===== config.mk =====
export PLATFORM = sky130hd
export DESIGN_NAME = fetch_unit
export DESIGN_NICKNAME = d
export VERILOG_FILES = /design/src/rtl/fetch_unit.sv
export SDC_FILE = /design/constraint.sdc
export NUM_CORES = 1
export LEC_CHECK = 0
export BUFFER_PORTS_ARGS = -buffer_cell sky130_fd_sc_hd__buf_2
export CORE_ASPECT_RATIO = 1.1
export CORE_MARGIN = 2
export CORE_UTILIZATION = 54
export DETAILED_ROUTE_END_ITERATION = 8
export GPL_ROUTABILITY_DRIVEN = 0
export PLACE_DENSITY_LB_ADDON = 0.15
export SLEW_MARGIN = 20
export SYNTH_ARGS = -nofsm -noshare
export SYNTH_HDL_FRONTEND = slang
export SYNTH_SLANG_ARGS = --single-unit

===== constraint.sdc =====
create_clock -name clk -period 5.5 [get_ports clk]
set_input_delay 1.1 -clock clk [delete_from_list [all_inputs] [get_ports clk]]
set_output_delay 1.1 -clock clk [all_outputs]
set_load 0.03 [all_outputs]

===== src/rtl/fetch_unit.sv =====
// Instruction fetch unit: one outstanding imem request at a time, responses
// buffered in a small FIFO toward decode; redirect flushes and drops in-flight work.
module fetch_unit #(
  parameter logic [31:0] RESET_PC = 32'h0000_0000,
  parameter int          QDEPTH   = 2
) (
  input  logic        clk,
  input  logic        rst,
  output logic [31:0] pc_plus4,
  input  logic [31:0] next_pc,
  input  logic        redirect,
  output logic        imem_req,
  output logic [31:0] imem_addr,
  input  logic        imem_ack,
  input  logic [31:0] imem_data,
  output logic        out_valid,
  input  logic        out_ready,
  output logic [31:0] out_pc,
  output logic [31:0] out_instr
);
  localparam int PW = $clog2(QDEPTH);
  localparam logic [PW:0] QFULL = (PW+1)'(QDEPTH);

  typedef struct packed {
    logic [31:0] pc;
    logic [31:0] instr;
  } entry_t;

  typedef enum logic [1:0] {IDLE, REQ, DROP} state_t;

  state_t        state;
  logic [31:0]   pc;
  entry_t        q [QDEPTH];
  logic [PW-1:0] head, tail;
  logic [PW:0]   count;
  logic          push, pop;

  assign pc_plus4  = pc + 32'd4;
  assign out_valid = (count != '0);
  assign out_pc    = q[head].pc;
  assign out_instr = q[head].instr;

  // A response is kept only if the same cycle carries no redirect.
  assign push = (state == REQ) && imem_ack && !redirect;
  assign pop  = out_valid && out_ready;

  always_ff @(posedge clk) begin
    if (rst) begin
      state     <= IDLE;
      pc        <= RESET_PC;
      imem_addr <= '0;
      imem_req  <= 1'b0;
    end else begin
      if (redirect || push) pc <= next_pc;
      unique case (state)
        IDLE: begin
          // The slot is reserved here, so the later push cannot overflow.
          if (!redirect && count < QFULL) begin
            imem_addr <= pc;
            imem_req  <= 1'b1;
            state     <= REQ;
          end
        end
        REQ: begin
          if (imem_ack) begin
            imem_req <= 1'b0;
            state    <= IDLE;
          end else if (redirect) begin
            state <= DROP;
          end
        end
        DROP: begin
          // The ack retires the stale request even if another redirect lands with it.
          if (imem_ack) begin
            imem_req <= 1'b0;
            state    <= IDLE;
          end
        end
        default: begin
          imem_req <= 1'b0;
          state    <= IDLE;
        end
      endcase
    end
  end

  always_ff @(posedge clk) begin
    if (rst) begin
      head  <= '0;
      tail  <= '0;
      count <= '0;
      for (int i = 0; i < QDEPTH; i++) q[i] <= '0;
    end else if (redirect) begin
      head  <= '0;
      tail  <= '0;
      count <= '0;
    end else begin
      if (push) begin
        q[tail] <= '{pc: imem_addr, instr: imem_data};
        tail    <= tail + PW'(1);
      end
      if (pop) head <= head + PW'(1);
      count <= count + {{PW{1'b0}}, push} - {{PW{1'b0}}, pop};
    end
  end

endmodule


==> results of run 1 <==
==> per-stage QoR <==
| stage | setup slack (ns) | utilization [%] | total power [uW] | area [um^2] |
|---|---|---|---|---|
| 6_report | 1.75 | 66.5 | 3410 | 10500 |
| 5_1_grt | 1.60 | 66.5 | 3530 | 10500 |
| 4_1_cts | 1.77 | 66.5 | 3430 | 10500 |
| 3_5_place_dp | 2.04 | 62.5 | 2150 | 9830 |
| 3_3_place_gp | 2.15 | 62.5 | 2140 | 9830 |
| 2_1_floorplan | 0.526 | - | 2010 | 8710 |
==> metal layers <==
metal	vias to the layer above	GRT usage (%)
li1	2947	-
met3	16	5.90
met1	2869	29.4
met2	194	39.4
met4	0	6.85
met5	-	0
==> layout by cell type, fill, tap and decap left out, types with 2 or more instances in the layout <==
cell and n:
buf_4 7, nand3_1 8, mux2_2 64, and2_1 130, dfxtp_1 71, clkbuf_16 20
or2_2 2, inv_1 13, nor4_4 2, xnor2_1 14, edfxtp_1 128, a21oi_1 68
o21ai_0 2, clkinvlp_4 2, xor2_1 18, clkbuf_8 4, ha_1 6, nand4_1 3
nor3_1 12, and4_1 4, nor2_1 7, nand2b_1 2, buf_2 198, nand2_1 138
clkinv_4 3, nand2_2 2, nor4_1 5
==> worst max-delay path by stage <==
stage,start,endpoint
after floorplan,imem_ack,q[0][0]$_SDFFCE_PN0P_
after global placement,redirect,q[1][25]$_SDFFCE_PN0P_
after detailed placement,imem_ack,q[0][32]$_SDFFCE_PN0P_
after CTS,pc[5]$_SDFFE_PP0P_,pc_plus4[27]
after global routing,pc[4]$_SDFFE_PP0P_,pc_plus4[27]
final,pc[5]$_SDFFE_PP0P_,pc_plus4[27]
==> cells by family (layout without fill, tap and decap cells) <==
group / after synthesis / in the layout / synth area share, %
XOR/XNOR: 32 / 32 / 3.22
buffers and inverters: 59 / 250 / 2.94
AO/OA/AOI/OAI: 73 / 73 / 4.25
flip-flops: 200 / 200 / 60.7
multiplexers: 64 / 64 / 8.27
AND/OR/NAND/NOR: 326 / 326 / 19.8
adder cells (fa/ha/maj): 6 / 6 / 0.862
==> critical path: cells and delay by family, from the launching register on <==
kind / cells / cell delay (ns)
buffers and inverters: 1 / 0.21
flip-flops: 1 / 0.45
AND/OR/NAND/NOR: 3 / 1.38
XOR/XNOR: 1 / 0.18
==> flip-flops by register name (all words and copies together), names as in the netlist, named ones only <==
signal and flops:
count 2, state 2, imem_addr 32, imem_req 1
q 128, head 1, tail 1, pc 32
==> report_power, final <==
| group | internal, uW | switching, uW | leakage [uW] | total, uW |
|---|---|---|---|---|
| Clock | 757 | 530 | 0.000307 | 1290 |
| Sequential | 1670 | 51.2 | 0.00192 | 1720 |
| Combinational | 122 | 277 | 0.00220 | 399 |
==> synthesized netlist by cell type, types with 8 or more instances <==
library cell | number | area share [%]
clkbuf_1 | 31 | 1.3
buf_2 | 9 | 0.52
a21oi_1 | 69 | 4.0
mux2_2 | 64 | 8.3
nand3_1 | 8 | 0.46
dfxtp_1 | 72 | 17
nor3_1 | 13 | 0.75
xor2_1 | 18 | 1.8
and2_1 | 130 | 9.3
xnor2_1 | 14 | 1.4
edfxtp_1 | 128 | 44
inv_1 | 13 | 0.56
nand2_1 | 139 | 6.0
==> area by class of cell <==
cell class | count | area [um^2] | area share [%]
Clock buffer | 25 | 559 | 5.34
Clock inverter | 7 | 76.3 | 0.729
Inverter | 13 | 48.8 | 0.466
Multi-Input combinational cell | 501 | 3200 | 30.6
Sequential cell | 200 | 5290 | 50.5
Tap cell | 200 | 250 | 2.39
Timing Repair Buffer | 205 | 1040 | 9.97
==> results.md, run 1 <==
- Setup TNS: 0 ns
- P_leak: 0.00442 uW
- Setup CP Type: flop to primary output
- Initial Utilization: 55.4%
- Met2 WL: 10.2 mm
- Pre-antenna DRT Iters: 5
- Max Cap Viol: 0
- Endpoint class of the critical path: primary output
- TritonCTS buffer count: 17
- Crit-path max FO: 11
- Status: completed
- Max Clock Skew: 0.00877 ns
- Mapped Cells: 760
- Hold path cells: 2
- Final Non-Filler Cells: 1151
- Clk root buf: clkbuf_16
- Residual DRC: 0
- Port Buffers: 198
- Detailed Route Iter0 Violations: 454
- Pwr/cell area: 325 mW/mm^2
- Met1 WL: 8.20 mm
- Final nets: 1013
- Buffer count from post-CTS setup fixing: 0
- Area Overhead vs Synth: 20.2%
- TritonCTS clock tree: done
- Worst-Skew Late Latency: 0.43 ns
- CP max stage cell: nand4_1
- Max Buffers Root-to-Sink: 2
- Mapped cell area: 0.00871 mm^2
- Wirelength per Cell: 17.3 um
- Number of H-tree levels: 4
- Relative slew slack: 32.1%
- Reg2reg path depth: 6
- Final min period: 3.75 ns
- Worst Hold Class: flop to flop
- Fin crit share: 68.3%
- Crit path arrival time: 2.65 ns
- Die area: 0.0172 mm^2
- DR vias: 6026
- Hold-fix buffers at CTS: 0
- Total GRT Usage: 23.1%
- Fraction of registers with async set/reset: 0%
- Routed wire length: 19.9 mm
- Layout fillers: 1230
- Worst Hold Launch: imem_addr[29]$_SDFFE_PP0P_
- Top sig layer: met4
- Global-route wire length before repair: 30.7 mm
- # rows: 48
- Syn Area/Cell: 11.5 um^2
- Dominant synthesized flop cell: edfxtp_1
- Worst Hold End: imem_addr[29]$_SDFFE_PP0P_
- Post-synth EDFFs: 128
- Layout cell share with drive strength beyond 1: 33.3%
- Post-cts resize count: 0
- DRT antenna net count: 0
- WHS: 0.474 ns
- Routed wl met3: 1.25 mm
- Die Y: 137 um
- Critical Path Source Type: flop
- DP HPWL: 13.4 mm
- Worst-case vdd ir drop: 0.000188 V
- Final hold violation count: 0
- Die Width: 125 um
- Ports: 199
- Worst path max stage delay: 0.58 ns
- Vias in the first global route: 5903
- Pins Over Slew Limit: 0
- CP Cell Sequence: and4_4, nand4_1, nor4_1, xor2_1, buf_2
- FF+latch count, synth: 200
- Initial antenna violation count: 0
- Seq/Total Area, Yosys: 60.7%
- R2R Path End: q[0][36]$_SDFFCE_PN0P_
- Pin count of the biggest net entering global routing: 76
- Syn nets: 835
- YS warnings: 0
- Max Freq: 0.266 GHz
- Core area: 0.0157 mm^2
- Worst slew pin tran: 1.01 ns
- Synth unique cells: 37
- Worst EP required: 4.40 ns
- CTS sink cnt: 200
- Crit Reg-Reg Startpoint: state[1]$_SDFFE_PP0P_
- Clock-pin slew on the worst setup and hold paths: 0.07 ns
- Cell total after placement: 1119
- Drt via density: 5.24
- GR Overflow Total: 0
- N_diodes: 0
- Final setup vio count: 0
- R2R setup slack: 2.67 ns
- RSZ-0062 raised after global routing: no
Power figures use the tool's default switching activity.
==> run 2: changes to the inputs <==
- CORE_UTILIZATION: 54 -> 49
- clock period: 5.5 -> 3 ns (I/O delays scaled with it)
==> results.md, run 2 (synthesis gave the netlist of run 1 again) <==
- Worst-case vdd ir drop: 0.000406 V
- Die Y: 144 um
- Crit-path max FO: 11
- Commonest non-fill, non-tap cell in the layout: buf_2
- Number of H-tree levels: 4
- Final nets: 1023
- Endpoint class of the critical path: primary output
- Worst-Skew Late Latency: 0.43 ns
- Global-route wire length before repair: 29.7 mm
- Worst EP required: 2.40 ns
- P_leak: 0.00445 uW
- Die Width: 131 um
- DRT antenna net count: 0
- Worst slew pin tran: 0.633 ns
- Most flop-heavy register: q
- Routed wire length: 19.2 mm
- Commonest non-fill, non-tap cells in the layout: 198 x buf_2, 139 x nand2_1, 130 x and2_1
- Setup TNS: 0 ns
- Critical Path Source Type: flop
- GR Overflow Total: 0
- Relative slew slack: 57.8%
- Die area: 0.0189 mm^2
- Worst Hold Class: input pin to flop
- Clock-pin slew on the worst setup and hold paths: 0.08 ns
- Setup CP Type: flop to primary output
- Final hold violation count: 0
- Fin crit share: 95.0%
- WHS: 0.404 ns
- Crit path arrival time: 2.25 ns
- Detailed Route Iter0 Violations: 339
- Wirelength per Cell: 16.0 um
- TritonCTS clock tree: done
- DR vias: 5874
- Vias in the first global route: 5501
- Clk root buf: clkbuf_16
- RSZ-0062 raised after global routing: yes
- Area Overhead vs Synth: 21.5%
- Max Cap Viol: 0
- Max FFs per register: 128
- Initial antenna violation count: 3
- Final setup vio count: 0
- Multi-input logic area: 0.00320 mm^2
- TritonCTS buffer count: 17
- Top Registers: q: 128 flops, imem_addr: 32 flops, pc: 32 flops
- Residual DRC: 0
- Pwr/cell area: 573 mW/mm^2
- R2R setup slack: 0.93 ns
- Drt via density: 4.89
- Initial Utilization: 49.6%
- Ports: 199
- Core area: 0.0175 mm^2
- Pin count of the biggest net entering global routing: 65
- FF+latch area: 0.00529 mm^2
- Total GRT Usage: 20.2%
- Pre-antenna DRT Iters: 4
- Max Freq: 0.351 GHz
- Status: completed
- Port Buffers: 198
- Layout cell share with drive strength beyond 1: 33.9%
- Final min period: 2.85 ns
- # rows: 51
- Pins Over Slew Limit: 0
- Layout fillers: 1478
- Max Clock Skew: 0.00863 ns
- CTS sink cnt: 200
- Max Buffers Root-to-Sink: 2
- DP HPWL: 12.8 mm
## run 2: critical path, stage by stage (launching register included)
cell and delay (ns):
dfxtp_1 0.46, and4_1 0.26, nand4_2 0.31, nor4_1 0.40, xor2_1 0.17, buf_2 0.21
## run 2: cell type report
class	count	area share, %
antenna	2	0.0473
clock inverter	15	1.28
sequential	200	50.0
inverter	13	0.461
clock buffer	17	4.02
multi-input combinational	501	30.2
tap	238	2.81
timing repair buffer	215	11.2
## run 2: path summary, 6_finish.rpt
kind | start | end | depth (start not counted)
worst max-delay path | pc[10]$_SDFFE_PP0P_ | pc_plus4[26] | 5
worst min-delay path | next_pc[16] | pc[16]$_SDFFE_PP0P_ | 3
worst max register to register | state[1]$_SDFFE_PP0P_ | count[1]$_SDFF_PP0_ | 10
worst min register to register | pc[1]$_SDFFE_PP0P_ | pc[1]$_SDFFE_PP0P_ | 2
## run 2: routing by layer
metal  up-vias  part of all wire (%)  GRT usage (%)
li1       2975                     -              -
met1      2735                    44           26.2
met2       145                    48           33.0
met3        17                   6.6           6.00
met4         2                   1.2           6.24
met5         -                 0.068              0
## run 2: power breakdown
| part | internal [uW] | switching, uW | total, uW |
|---|---|---|---|
| Combinational | 238 | 506 | 744 |
| Clock | 1100 | 1080 | 2170 |
| Sequential | 3060 | 85.7 | 3140 |
| Total | 4390 | 1670 | 6060 |
## run 2: repair_timing
item	CTS	global route
resized for setup	0	0
hold buffers	0	0
setup buffers	2	0
endpoints found under the setup margin	4	4
cloned	0	0
## run 2: per-stage QoR
stage                     total power [uW]  setup slack (ns)  cell area (um^2)  utilization, %  std cells
after detailed placement              3950             0.417             10000            57.0       1165
after CTS                             6090             0.118             10600            60.3       1199
after floorplan                       3680             0.579              8720               -        760
after global placement                3950             0.534             10000            57.0       1165
final                                 6060             0.149             10600            60.3       1201
after global routing                  6270           -0.0359             10600            60.3       1200
==> run 3: changes to the inputs <==
- CORE_UTILIZATION: 49 -> 58
- clock period: 3 -> 3.5 ns (I/O delays scaled with it)
==> results.md, run 3 (synthesis gave the netlist of run 1 again) <==
- Status: completed
- Port Buffers: 198
- Layout fillers: 1050
- Worst EP required: 2.80 ns
- Pins Over Slew Limit: 0
- Crit path arrival time: 2.60 ns
- Pre-antenna DRT Iters: 4
- Final nets: 1015
- Most flop-heavy register: q
- RSZ-0062 raised after global routing: no
- Relative slew slack: 55.2%
- DRT antenna net count: 0
- P_leak: 0.00442 uW
- Max FFs per register: 128
- Pwr/cell area: 500 mW/mm^2
- Post-cts resize count: 0
- Max Cap Viol: 0
- Detailed Route Iter0 Violations: 473
- Clock-pin slew on the worst setup and hold paths: 0.07 ns
- Pin count of the biggest net entering global routing: 65
- Die Width: 121 um
- N_diodes: 0
- Max Buffers Root-to-Sink: 2
- Drt via density: 5.33
- Die area: 0.0160 mm^2
- Top Registers: q: 128 flops, imem_addr: 32 flops, pc: 32 flops
- Final setup vio count: 0
- Final hold violation count: 0
- Comb power frac: 12.1%
- CTS sink cnt: 200
- Worst-Skew Late Latency: 0.43 ns
- Endpoint class of the critical path: primary output
- Crit-path max FO: 11
- Die Y: 133 um
- Routed wire length: 19.3 mm
- Initial antenna violation count: 0
- TritonCTS clock tree: done
- Seq pwr share: 51.7%
- Setup TNS: 0 ns
- Ports: 199
- # rows: 46
- Area Overhead vs Synth: 19.9%
- Cell total after placement: 1113
- Buffer count from post-CTS setup fixing: 0
- Switch share: 25.4%
- Setup CP Type: flop to primary output
- Global-route wire length before repair: 30.8 mm
- Vias in the first global route: 6101
- Final Non-Filler Cells: 1145
- Wirelength per Cell: 16.9 um
- Tot Pwr: 5220 uW
- DP HPWL: 13.0 mm
- Worst Hold Class: flop to flop
- Max Freq: 0.303 GHz
- Commonest non-fill, non-tap cell in the layout: buf_2
- Fin crit share: 94.3%
- Initial Utilization: 59.8%
- P_int: 3890 uW
- GR Overflow Total: 0
- Critical Path Source Type: flop
- DR vias: 6103
- Final min period: 3.30 ns
- Core area: 0.0146 mm^2
- Hold-fix buffers at CTS: 0
- TritonCTS buffer count: 17
- Worst-case vdd ir drop: 0.000343 V
- Commonest non-fill, non-tap cells in the layout: 198 x buf_2, 138 x nand2_1, 130 x and2_1
- Total GRT Usage: 24.5%
- Residual DRC: 0
- Max Clock Skew: 0.00820 ns
- Clk root buf: clkbuf_16
- Worst slew pin tran: 0.670 ns
- Clock power frac: 36.2%
- Number of H-tree levels: 4
- Final core utilization: 71.7%
- Switch Pwr: 1320 uW
- Layout cell share with drive strength beyond 1: 32.9%
[run 3: cell types whose count changed in the layout (fill, tap and decap cells not counted), sizes merged]
cell	change
bufinv	+1
inv	-7
clkinvlp	-1
buf	-8
diode	-2
clkbuf	+7
[run 3: path summary, 6_finish.rpt]
check        slack (ns)                  startpoint                    endpoint  depth (start not counted)
max                0.20          pc[4]$_SDFFE_PP0P_                pc_plus4[27]                          5
min                0.48  imem_addr[26]$_SDFFE_PP0P_  imem_addr[26]$_SDFFE_PP0P_                          2
max reg2reg        1.32       state[1]$_SDFFE_PP0P_         count[1]$_SDFF_PP0_                         10
min reg2reg        0.48  imem_addr[26]$_SDFFE_PP0P_  imem_addr[26]$_SDFFE_PP0P_                          2
[run 3: layout make-up]
cell class	instances	area [um^2]	share of cell area, %
Timing Repair Buffer	207	1100	10.5
Multi-Input combinational cell	501	3200	30.6
Clock inverter	8	67.6	0.647
Sequential cell	200	5290	50.6
Tap cell	192	240	2.30
Clock buffer	24	503	4.82
Inverter	13	48.8	0.467
[run 3: routing by layer]
metal,vias to the layer above,track usage [%],routed length [um]
li1,2949,-,-
met1,2944,29.8,7910
met2,185,41.9,9740
met3,25,7.03,1330
met4,0,8.07,323
met5,-,0,0
[run 3: worst max-delay path, stage by stage (launching register included)]
cell	delay, ns
dfxtp_1	0.44
and4_4	0.28
nand4_1	0.54
nor4_1	0.51
xor2_1	0.18
buf_2	0.22
[run 3: stage by stage]
step	instance area (um^2)	worst slack [ns]	hold WS [ns]
3_3_place_gp	9870	0.733	0.460
3_5_place_dp	9870	0.651	0.472
2_1_floorplan	8710	0.294	0.445
5_1_grt	10400	0.0481	0.501
4_1_cts	10400	0.179	0.481
6_report	10400	0.199	0.480
[run 3: power by group through the flow]
stage          Clock, uW  Sequential, uW  Combinational [uW]
2_1_floorplan          0            2760                 393
3_3_place_gp           0            2740                 618
3_5_place_dp           0            2750                 631
4_1_cts             1900            2700                 635
5_1_grt             2000            2710                 678
6_report            1890            2700                 629
